`src/rtl/regfile_pkg.sv`:
```
// Shared helpers for the multi-port register file: address validity and
// highest-index write-port arbitration.
package regfile_pkg;

  localparam int MaxPorts = 16;
  localparam int IdxW     = $clog2(MaxPorts);

  typedef struct packed {
    logic            found;
    logic [IdxW-1:0] idx;
  } winner_t;

  function automatic logic addr_valid(input int unsigned addr,
                                      input int unsigned n_regs,
                                      input int unsigned zero_reg);
    return (addr < n_regs) && !((zero_reg != 0) && (addr == 0));
  endfunction

  // Later ports override earlier ones, so the last hit found is the winner.
  function automatic winner_t hi_winner(input logic [MaxPorts-1:0] hit);
    winner_t w;
    w = '0;
    for (int p = 0; p < MaxPorts; p++) begin
      if (hit[p]) begin
        w.found = 1'b1;
        w.idx   = IdxW'(p);
      end
    end
    return w;
  endfunction

endpackage

```
`src/rtl/regfile_if.sv`:
```
// Decode/writeback-facing bus of the register file: reads, writes,
// reservations and scoreboard status.
interface regfile_if #(
  parameter int DataWidth   = 32,
  parameter int NRegisters  = 32,
  parameter int NReadPorts  = 2,
  parameter int NWritePorts = 2
);
  localparam int AddrWidth  = $clog2(NRegisters);
  localparam int CountWidth = $clog2(NRegisters + 1);

  logic [NReadPorts-1:0][AddrWidth-1:0]  rd_addr;
  logic [NReadPorts-1:0][DataWidth-1:0]  rd_data;
  logic [NReadPorts-1:0]                 rd_pending;
  logic [NWritePorts-1:0]                we;
  logic [NWritePorts-1:0][AddrWidth-1:0] wr_addr;
  logic [NWritePorts-1:0][DataWidth-1:0] wr_data;
  logic                                  rsv_en;
  logic [AddrWidth-1:0]                  rsv_addr;
  logic [CountWidth-1:0]                 pending_count;
  logic                                  wr_collision;

  modport master (
    output rd_addr, we, wr_addr, wr_data, rsv_en, rsv_addr,
    input  rd_data, rd_pending, pending_count, wr_collision
  );

  modport slave (
    input  rd_addr, we, wr_addr, wr_data, rsv_en, rsv_addr,
    output rd_data, rd_pending, pending_count, wr_collision
  );
endinterface

```
`src/rtl/regfile_scoreboard.sv`:
```
// Pending-write scoreboard: one bit per register, set on reservation,
// cleared by writeback, with a registered popcount.
module regfile_scoreboard
  import regfile_pkg::*;
#(
  parameter int NRegisters  = 32,
  parameter int NReadPorts  = 2,
  parameter int NWritePorts = 2,
  parameter int Bypass      = 1,
  parameter int ZeroReg     = 1,
  localparam int AddrWidth  = $clog2(NRegisters),
  localparam int CountWidth = $clog2(NRegisters + 1)
) (
  input  logic                                  clk,
  input  logic                                  reset,
  input  logic [NWritePorts-1:0]                we,
  input  logic [NWritePorts-1:0][AddrWidth-1:0] wr_addr,
  input  logic                                  rsv_en,
  input  logic [AddrWidth-1:0]                  rsv_addr,
  input  logic [NReadPorts-1:0][AddrWidth-1:0]  rd_addr,
  output logic [NReadPorts-1:0]                 rd_pending,
  output logic [CountWidth-1:0]                 pending_count
);

  logic [NRegisters-1:0]  pending;
  logic [NRegisters-1:0]  pending_nxt;
  logic [CountWidth-1:0]  count_nxt;
  logic [NWritePorts-1:0] wr_ok;
  logic                   rsv_ok;
  logic [NReadPorts-1:0]  rd_wr_hit;
  logic [NReadPorts-1:0]  rd_rsv_hit;

  always_comb begin
    for (int p = 0; p < NWritePorts; p++)
      wr_ok[p] = we[p] && addr_valid(32'(wr_addr[p]), NRegisters, ZeroReg);
    rsv_ok = rsv_en && addr_valid(32'(rsv_addr), NRegisters, ZeroReg);
  end

  // Clear first, then set: a new issue outranks the retiring producer.
  always_comb begin
    pending_nxt = pending;
    for (int r = 0; r < NRegisters; r++) begin
      for (int p = 0; p < NWritePorts; p++)
        if (wr_ok[p] && (wr_addr[p] == AddrWidth'(r))) pending_nxt[r] = 1'b0;
      if (rsv_ok && (rsv_addr == AddrWidth'(r))) pending_nxt[r] = 1'b1;
    end
    count_nxt = '0;
    for (int r = 0; r < NRegisters; r++)
      count_nxt = count_nxt + CountWidth'(pending_nxt[r]);
  end

  always_ff @(posedge clk) begin
    if (reset) begin
      pending       <= '0;
      pending_count <= '0;
    end else begin
      pending       <= pending_nxt;
      pending_count <= count_nxt;
    end
  end

  always_comb begin
    for (int i = 0; i < NReadPorts; i++) begin
      rd_wr_hit[i] = 1'b0;
      for (int p = 0; p < NWritePorts; p++)
        if (wr_ok[p] && (wr_addr[p] == rd_addr[i])) rd_wr_hit[i] = 1'b1;
      rd_rsv_hit[i] = rsv_ok && (rsv_addr == rd_addr[i]);
      rd_pending[i] = 1'b0;
      if (!reset && addr_valid(32'(rd_addr[i]), NRegisters, ZeroReg))
        rd_pending[i] = pending[rd_addr[i]] &&
                        !((Bypass != 0) && rd_wr_hit[i] && !rd_rsv_hit[i]);
    end
  end

endmodule

```
`src/rtl/regfile_mp.sv`:
```
// Multi-port register file with optional write-to-read bypass, write
// collision flag and integrated pending-write scoreboard.
module regfile_mp
  import regfile_pkg::*;
#(
  parameter int DataWidth   = 32,
  parameter int NRegisters  = 32,
  parameter int NReadPorts  = 2,
  parameter int NWritePorts = 2,
  parameter int Bypass      = 1,
  parameter int ZeroReg     = 1
) (
  input  logic      clk,
  input  logic      reset,
  regfile_if.slave  bus
);

  localparam int AddrWidth = $clog2(NRegisters);
  localparam int Lo        = (ZeroReg != 0) ? 1 : 0;

  logic [DataWidth-1:0]                 mem [Lo:NRegisters-1];
  logic [NWritePorts-1:0]               wr_ok;
  logic                                 collision;
  logic [NReadPorts-1:0][MaxPorts-1:0]  byp_hit;
  winner_t                              byp_w [NReadPorts];

  always_comb begin
    for (int p = 0; p < NWritePorts; p++)
      wr_ok[p] = bus.we[p] && addr_valid(32'(bus.wr_addr[p]), NRegisters, ZeroReg);
  end

  always_comb begin
    collision = 1'b0;
    for (int p = 0; p < NWritePorts; p++)
      for (int q = p + 1; q < NWritePorts; q++)
        if (wr_ok[p] && wr_ok[q] && (bus.wr_addr[p] == bus.wr_addr[q])) collision = 1'b1;
  end

  // Later ports overwrite earlier ones within the same edge.
  always_ff @(posedge clk) begin
    if (reset) begin
      for (int r = Lo; r < NRegisters; r++) mem[r] <= '0;
      bus.wr_collision <= 1'b0;
    end else begin
      for (int p = 0; p < NWritePorts; p++)
        if (wr_ok[p]) mem[bus.wr_addr[p]] <= bus.wr_data[p];
      bus.wr_collision <= collision;
    end
  end

  always_comb begin
    for (int i = 0; i < NReadPorts; i++) begin
      byp_hit[i] = '0;
      for (int p = 0; p < NWritePorts; p++)
        if (wr_ok[p] && (bus.wr_addr[p] == bus.rd_addr[i])) byp_hit[i][p] = 1'b1;
      byp_w[i] = hi_winner(byp_hit[i]);
      bus.rd_data[i] = '0;
      if (!reset && addr_valid(32'(bus.rd_addr[i]), NRegisters, ZeroReg)) begin
        bus.rd_data[i] = mem[bus.rd_addr[i]];
        if ((Bypass != 0) && byp_w[i].found)
          for (int p = 0; p < NWritePorts; p++)
            if (byp_w[i].idx == IdxW'(p)) bus.rd_data[i] = bus.wr_data[p];
      end
    end
  end

  regfile_scoreboard #(
    .NRegisters  (NRegisters),
    .NReadPorts  (NReadPorts),
    .NWritePorts (NWritePorts),
    .Bypass      (Bypass),
    .ZeroReg     (ZeroReg)
  ) u_scoreboard (
    .clk           (clk),
    .reset         (reset),
    .we            (bus.we),
    .wr_addr       (bus.wr_addr),
    .rsv_en        (bus.rsv_en),
    .rsv_addr      (bus.rsv_addr),
    .rd_addr       (bus.rd_addr),
    .rd_pending    (bus.rd_pending),
    .pending_count (bus.pending_count)
  );

endmodule
```
`src/flat_wrapper.sv`:
```
// flat-port wrapper written by rule: the top's interface ports become plain ports
module regfile_mp_flat import regfile_pkg::*;
#(
  parameter int DataWidth   = 32,
  parameter int NRegisters  = 32,
  parameter int NReadPorts  = 2,
  parameter int NWritePorts = 2,
  parameter int Bypass      = 1,
  parameter int ZeroReg     = 1
)
  (clk, reset, bus_rd_addr, bus_we, bus_wr_addr, bus_wr_data, bus_rsv_en, bus_rsv_addr, bus_rd_data, bus_rd_pending, bus_pending_count, bus_wr_collision);
  regfile_if #(.DataWidth(DataWidth), .NRegisters(NRegisters), .NReadPorts(NReadPorts), .NWritePorts(NWritePorts)) bus_i ();
  input  logic clk;
  input  logic reset;
  input wire logic [$bits(bus_i.rd_addr)-1:0] bus_rd_addr;
  input wire logic [$bits(bus_i.we)-1:0] bus_we;
  input wire logic [$bits(bus_i.wr_addr)-1:0] bus_wr_addr;
  input wire logic [$bits(bus_i.wr_data)-1:0] bus_wr_data;
  input wire logic [$bits(bus_i.rsv_en)-1:0] bus_rsv_en;
  input wire logic [$bits(bus_i.rsv_addr)-1:0] bus_rsv_addr;
  output wire logic [$bits(bus_i.rd_data)-1:0] bus_rd_data;
  output wire logic [$bits(bus_i.rd_pending)-1:0] bus_rd_pending;
  output wire logic [$bits(bus_i.pending_count)-1:0] bus_pending_count;
  output wire logic [$bits(bus_i.wr_collision)-1:0] bus_wr_collision;
  assign bus_i.rd_addr = bus_rd_addr;
  assign bus_i.we = bus_we;
  assign bus_i.wr_addr = bus_wr_addr;
  assign bus_i.wr_data = bus_wr_data;
  assign bus_i.rsv_en = bus_rsv_en;
  assign bus_i.rsv_addr = bus_rsv_addr;
  assign bus_rd_data = bus_i.rd_data;
  assign bus_rd_pending = bus_i.rd_pending;
  assign bus_pending_count = bus_i.pending_count;
  assign bus_wr_collision = bus_i.wr_collision;
  regfile_mp #(.DataWidth(DataWidth), .NRegisters(NRegisters), .NReadPorts(NReadPorts), .NWritePorts(NWritePorts), .Bypass(Bypass), .ZeroReg(ZeroReg)) u_core (.clk(clk), .reset(reset), .bus(bus_i));
endmodule
```
`config.mk`:
```
export PLATFORM = sky130hd
export DESIGN_NAME = regfile_mp_flat
export DESIGN_NICKNAME = d
export VERILOG_FILES = /design/src/rtl/regfile_pkg.sv /design/src/rtl/regfile_if.sv /design/src/rtl/regfile_scoreboard.sv /design/src/rtl/regfile_mp.sv /design/src/flat_wrapper.sv
export SDC_FILE = /design/constraint.sdc
export NUM_CORES = 2
export LEC_CHECK = 0
export ABC_CLOCK_PERIOD_IN_PS = 7200
export BUFFER_PORTS_ARGS = -buffer_cell sky130_fd_sc_hd__buf_2
export CORE_MARGIN = 4
export CORE_UTILIZATION = 50
export DETAILED_ROUTE_END_ITERATION = 8
export PLACE_DENSITY_LB_ADDON = 0.08
export SLEW_MARGIN = 10
export SYNTH_ARGS = -nofsm -noshare
export SYNTH_HDL_FRONTEND = slang
export SYNTH_SLANG_ARGS = --single-unit
```
`constraint.sdc`:
```
create_clock -name clk -period 7.2 [get_ports clk]
set_input_delay 0.36 -clock clk [delete_from_list [all_inputs] [get_ports clk]]
set_output_delay 0.36 -clock clk [all_outputs]
set_load 0.01 [all_outputs]
```
# Word-level counts from Yosys, hierarchy flattened
# Memory sizes are Yosys's and may differ from the RTL's.
# Cells that the tools add are included.
[word_totals]
mem_bits_rw = 992
output_inout_bits = 73
mem_bits_ro = 0
inputBits = 94
ff_bits = 39
latch_bits = 0
wordCells = 406
n_memories = 1
[classes]
magnitude_cmp = 2
n_mux = 135
shifts = 0
div_mod_pow = 0
bitwise = 0
eq_ne = 102
mul = 0
addsub = 31
n_reduce_logical = 132
[mem_list]
columns = ["memory", "depth", "word_bits", "read_ports", "rd_ports_with_merged_regs", "write_ports", "line_no", "source"]
rows = [
  ["u_core.mem", 31, 32, 2, 0, 31, "regfile_mp.sv:21", "logic [DataWidth-1:0] mem [Lo:NRegisters-1];"],
]
[op_table]
columns = ["cell", "n"]
rows = [
  ["32-bit two-way mux", 10],
  ["5-bit equality test, second input constant", 48],
  ["6-bit by 1-bit adder with 6-bit output", 26],
  ["5-bit by 4-bit equality test with 1-bit output, second input constant", 24],
  ["1-bit two-way mux", 117],
  ["1-bit logical AND", 113],
  ["32-bit OR reduction", 2],
  ["5-bit by 3-bit equality test with 1-bit output, second input constant", 12],
  ["5-bit equality test", 7],
  ["5-bit by 2-bit equality test with 1-bit output, second input constant", 6],
  ["5-bit two-way mux", 6],
  ["5-bit logical NOT", 5],
  ["5-bit by 1-bit equality test with 1-bit output, second input constant", 3],
  ["5-bit by 6-bit less-than comparator with 1-bit output, second input constant", 2],
  ["1-bit binary-select mux with 5-bit select", 2],
  ["1-bit logical NOT", 10],
  ["4-bit by 1-bit equality test with 1-bit output, second input constant", 2],
  ["4-bit logical NOT", 2],
  ["5-bit by 1-bit adder with 6-bit output", 1],
  ["4-bit by 1-bit adder with 5-bit output", 1],
  ["3-bit by 1-bit adder with 4-bit output", 1],
  ["2-bit by 1-bit adder with 3-bit output", 1],
  ["1-bit by 1-bit adder with 2-bit output", 1],
]

# Logic depth before layout (Yosys ltp)
[logic_depth]
ltp_word = 38
mapped_depth = 22
depth_no_buf = 21

# Hierarchy
# Synthesis repeated with hierarchy kept, for this count alone.
[hier_totals]
cells_unflattened = 4716
area_unflattened_um2 = 63923.8
[modules_own_cells]
columns = ["mod", "seq_area_each_um2", "area_each_um2", "cells_each", "instances"]
rows = [
  ["regfile_mp", 30769.5, 60350.4, 4301, 1],
  ["regfile_scoreboard", 760.7, 3573.4, 415, 1],
]

# Worst setup path after synthesis
# No wires, ideal clock.
[synth_timing]
kind = "input-to-reg"
start = "input port bus_wr_addr[9]"
end = "register u_core.u_scoreboard.pending_count[4]"
setup_time_ps = 128
n_path_buf = 1
arrival_ps = 5576
cell_stages = 21
required_time_ps = 7072
setup_slack_ps = 1497
path_cell_list = "buf_2 -> nor2b_1 -> nand3_1 -> nor2_1 -> a21oi_1 -> a22oi_1 -> fa_1 -> fa_1 -> fa_1 -> inv_1 -> fa_1 -> inv_1 -> fa_1 -> fa_1 -> inv_1 -> ha_1 -> fa_1 -> a21o_1 -> a21oi_1 -> xor2_1 -> nor2_1"
[synth_between]
elab_chain_cells = 37
word_cells_on_any_way = 161
classes_between = "add/sub (31); eq/ne (31); mux (64); reduce/logical (35)"
[synth_lines]
columns = ["item", "line_no", "source"]
rows = [
  ["start: declaration", "flat_wrapper.sv:17", "input wire logic [$bits(bus_i.wr_addr)-1:0] bus_wr_addr;"],
  ["5-bit logical NOT", "regfile_pkg.sv:16, regfile_scoreboard.sv:44", ""],
  ["1-bit logical NOT", "regfile_pkg.sv:16", "return (addr < n_regs) && !((zero_reg != 0) && (addr == 0));"],
  ["1-bit logical AND", "regfile_scoreboard.sv:35", "wr_ok[p] = we[p] && addr_valid(32'(wr_addr[p]), NRegisters, ZeroReg);"],
  ["1-bit logical AND", "regfile_scoreboard.sv:44", "if (wr_ok[p] && (wr_addr[p] == AddrWidth'(r))) pending_nxt[r] = 1'b0;"],
  ["1-bit two-way mux", "regfile_scoreboard.sv:44", ""],
  ["1-bit two-way mux", "regfile_scoreboard.sv:45", "if (rsv_ok && (rsv_addr == AddrWidth'(r))) pending_nxt[r] = 1'b1;"],
  ["1-bit by 1-bit adder with 2-bit output", "regfile_scoreboard.sv:49", "count_nxt = count_nxt + CountWidth'(pending_nxt[r]);"],
  ["2-bit by 1-bit adder with 3-bit output", "regfile_scoreboard.sv:49", ""],
  ["3-bit by 1-bit adder with 4-bit output", "regfile_scoreboard.sv:49", ""],
  ["4-bit by 1-bit adder with 5-bit output", "regfile_scoreboard.sv:49", ""],
  ["5-bit by 1-bit adder with 6-bit output", "regfile_scoreboard.sv:49", ""],
  ["6-bit by 1-bit adder with 6-bit output (25 in series)", "regfile_scoreboard.sv:49", ""],
  ["6-bit by 1-bit adder with 6-bit output *", "regfile_scoreboard.sv:49", ""],
  ["end signal: assignment", "regfile_scoreboard.sv:58", "pending_count <= count_nxt;"],
  ["end: declaration", "regfile_scoreboard.sv:22", "output logic [CountWidth-1:0] pending_count"],
]
# Mark *: on every way between the ends. The rest lies on a longest branch, timed or not.
# A chain may end at the register's enable or synchronous reset.

# Worst setup path in the final report
[layout_timing]
start = "input port bus_wr_addr[6]"
end = "register u_core.u_scoreboard.pending_count[4]"
# Same word-level chain as after synthesis.

==> results_dict.tcl <==
set metrics [dict create \
    outcome "complete, no violations" \
    synthCells 4445 \
    cts_sinks 1063 \
    cp.arrival_ps 6830 \
    r2r-end "u_core.u_scoreboard.pending_count[4]" \
    rrSetupSlack_ps 2030 \
    cts.reportedPaths.clkPinSlew_ps 60 \
    critical_path_peak_fanout 9 \
    core.rowCount 129 \
    period_share_pct 86.6 \
    min_period_ps 6240 \
    drv_cap 0 \
    die_h_um 362 \
    whs_ps 67.2 \
    first_global_vias 45672 \
    hold_violations 0 \
    ys_ff_latch 1063 \
    dieArea_sq_um 131000 \
    netlist_area_sq_um 62700 \
    clkLatencyLatePin_ps 740 \
    worst_pin_slew_ps 1350 \
    ys_seq_area_share_pct 50.3 \
    dpl.hpwl_um 141000 \
    dieWidth_um 362 \
    grt_pass1_wl_um 358000 \
    dpl_worst_slack_ps 748 \
    r2r-start "u_core.u_scoreboard.pending[17]" \
    finalSetupTns_ps 0 \
    min_from "bus_wr_addr[1]" \
    core_area_sq_um 124000 \
    maxSlewViolCount 0 \
    firstDrtPassIters 6 \
    synth_ff_type "edfxtp_1" \
    drive_above_1_share_pct 25.5 \
    yosys_warnings 0 \
    routedWlPerCell_um 43.8 \
    path_class "in -> reg" \
    grt_max_degree 137 \
    drc 0 \
    critPathLaunchType "primary input" \
    dr.first_iter.drc_count 7161 \
    h-tree-depth 3 \
    rr_worst_depth 17 \
    holdPathEnd "u_core.bus.wr_collision" \
    cp-end-kind "flip-flop" \
    timing.fmax_ghz 0.160 \
    whs_path_depth 3 \
    cts-root-buf "clkbuf_16" \
    hp-class "in -> reg" \
    final_common_cell "edfxtp_1" \
    syn_to_final_growth_pct 8.70 \
    track_usage_pct 38.9 \
    nets 4321 \
    port_buffers 166 \
    start_util_pct 50.5 \
    overflow 0 \
    vias_per_cell 7.93 \
    ios 167 \
    timing.final.ws_setup_ps 965 \
    cp.required_ps 7790 \
    cts_made_buffers 119 \
    vias 46983 \
    fin_cells 5924 \
    postCtsSetupBuffers 0 \
    synthDistinctLibCells 57 \
    avgSynthCellArea_sq_um 14.1 \
    placed_cells 5711 \
    most-common-layout-cells "edfxtp_1 (1024), a22o_1 (983), mux4_2 (469)" \
    finalSetupViolCount 0 \
    routed_wl_um 260000 \
    synth-edff-count 1024 \
    ant_nets 0 \
    clockBufferDepth 3 \
    antenna_found_initial 9 \
    rsz0062_at_grt "no" \
    routabilityCongestion 0.885 \
    cts_tree "built" \
    p_leak_uw 0.0233 \
    power_density_nw_per_um2 226 \
    ir_drop_v 0.000242 \
    slew-limit-headroom_pct 9.73 \
    async_reset_ff_share_pct 0 \
    clock_skew_ps 11.1 \
]
-- power by group --
group / internal, uW / switching, uW
logic: 823 / 1320
registers: 7170 / 190
clock network: 3290 / 2590
total: 11300 / 4100
-- registers in the layout, indices dropped and copies added (netlist names) --
name	flops
u_core.u_scoreboard.pending_count	6
u_core.mem	1024
u_core.bus.wr_collision	1
u_core.u_scoreboard.pending	32
-- cells in the mapped netlist (17+ instances only) --
master / n / share of area (%)
inv_1: 34 / 0.20
o221a_1: 31 / 0.56
buf_1: 48 / 0.29
buf_2: 122 / 0.97
a21oi_1: 98 / 0.78
a41oi_1: 31 / 0.43
mux2i_1: 256 / 4.1
mux4_2: 469 / 17
a221o_1: 31 / 0.49
nor2_1: 82 / 0.49
clkbuf_1: 529 / 3.2
a22oi_1: 143 / 1.7
xor2_1: 19 / 0.27
nor3_1: 69 / 0.55
edfxtp_1: 1024 / 49
fa_1: 24 / 0.77
o21ai_0: 21 / 0.17
xnor2_1: 19 / 0.27
buf_4: 17 / 0.20
nand2_1: 50 / 0.30
dfxtp_1: 39 / 1.2
a22o_1: 983 / 14
nor2b_1: 91 / 0.91
o221a_2: 31 / 0.56
nand2b_1: 37 / 0.37
nand3_1: 75 / 0.60
-- what timing repair did --
action	in CTS	in global routing
hold endpoints to repair	1	0
gates resized for setup	0	0
hold buffers	1	0
-- through the flow --
stage	total power, uW	utilization (%)	instance area (sq um)
2_1_floorplan	8800	-	62800
3_3_place_gp	9540	52.0	64500
3_5_place_dp	9570	52.0	64500
4_1_cts	15300	54.9	68100
5_1_grt	15800	54.9	68100
6_report	15400	54.9	68100
-- worst max-delay path, cell delays in order --
cell           delay [ps]
dlygate4sd3_1         550
buf_2                 220
inv_1                  90
nand2_1               360
buf_4                 290
nor2_1                100
a21oi_1               290
a22oi_1               170
fa_1                  580
inv_1                  60
fa_1                  550
fa_1                  430
fa_1                  500
inv_1                  50
fa_1                  450
fa_1                  490
inv_1                  40
ha_1                  210
fa_1                  470
a21o_1                170
a21oi_1               160
xor2_1                160
nor2_1                 50
-- cell families (layout without fill, tap and decap cells) --
family | Yosys count | count (layout) | synth area share (%)
AOI/OAI and AO/OA | 1396 | 1396 | 18.8
xor gates and xnor gates | 38 | 38 | 0.531
adders and majority gates | 31 | 31 | 0.906
buffers and inverters | 757 | 566 | 4.96
DFF | 1063 | 1063 | 50.3
muxes | 725 | 725 | 20.9
other | 1 | 34 | 0.00598
and+or+nand+nor | 434 | 434 | 3.56
-- worst max-delay path by stage --
stage / start / end / slack [ps] / depth (start not counted)
global placement: bus_wr_addr[9] / u_core.u_scoreboard.pending_count[4] / 770 / 21
finish: bus_wr_addr[6] / u_core.u_scoreboard.pending_count[4] / 960 / 23
CTS: bus_wr_addr[6] / u_core.u_scoreboard.pending_count[4] / 1070 / 23
floorplan: bus_wr_addr[9] / u_core.u_scoreboard.pending_count[4] / 1500 / 21
detailed placement: bus_wr_addr[9] / u_core.u_scoreboard.pending_count[4] / 750 / 21
global route: bus_wr_addr[6] / u_core.u_scoreboard.pending_count[4] / 660 / 23
-- metal layers --
metal	GRT usage [%]	vias to the layer above	part of all wire, %
met1	49.9	24175	36
met5	0	-	0.017
met3	12.8	928	13
li1	-	17926	-
met2	59.3	3946	45
met4	20.8	8	6.5
-- layout make-up --
cell class,count,area (sq um)
repair buffers,322,2110
clock inverters,60,492
fillers,9999,56000
multi-input cells,2656,28700
well taps,1637,2050
clock buffers,150,3130
inverters,34,128
diodes,2,5.00
flip-flops and latches,1063,31500
Power figures use the tool's default switching activity.
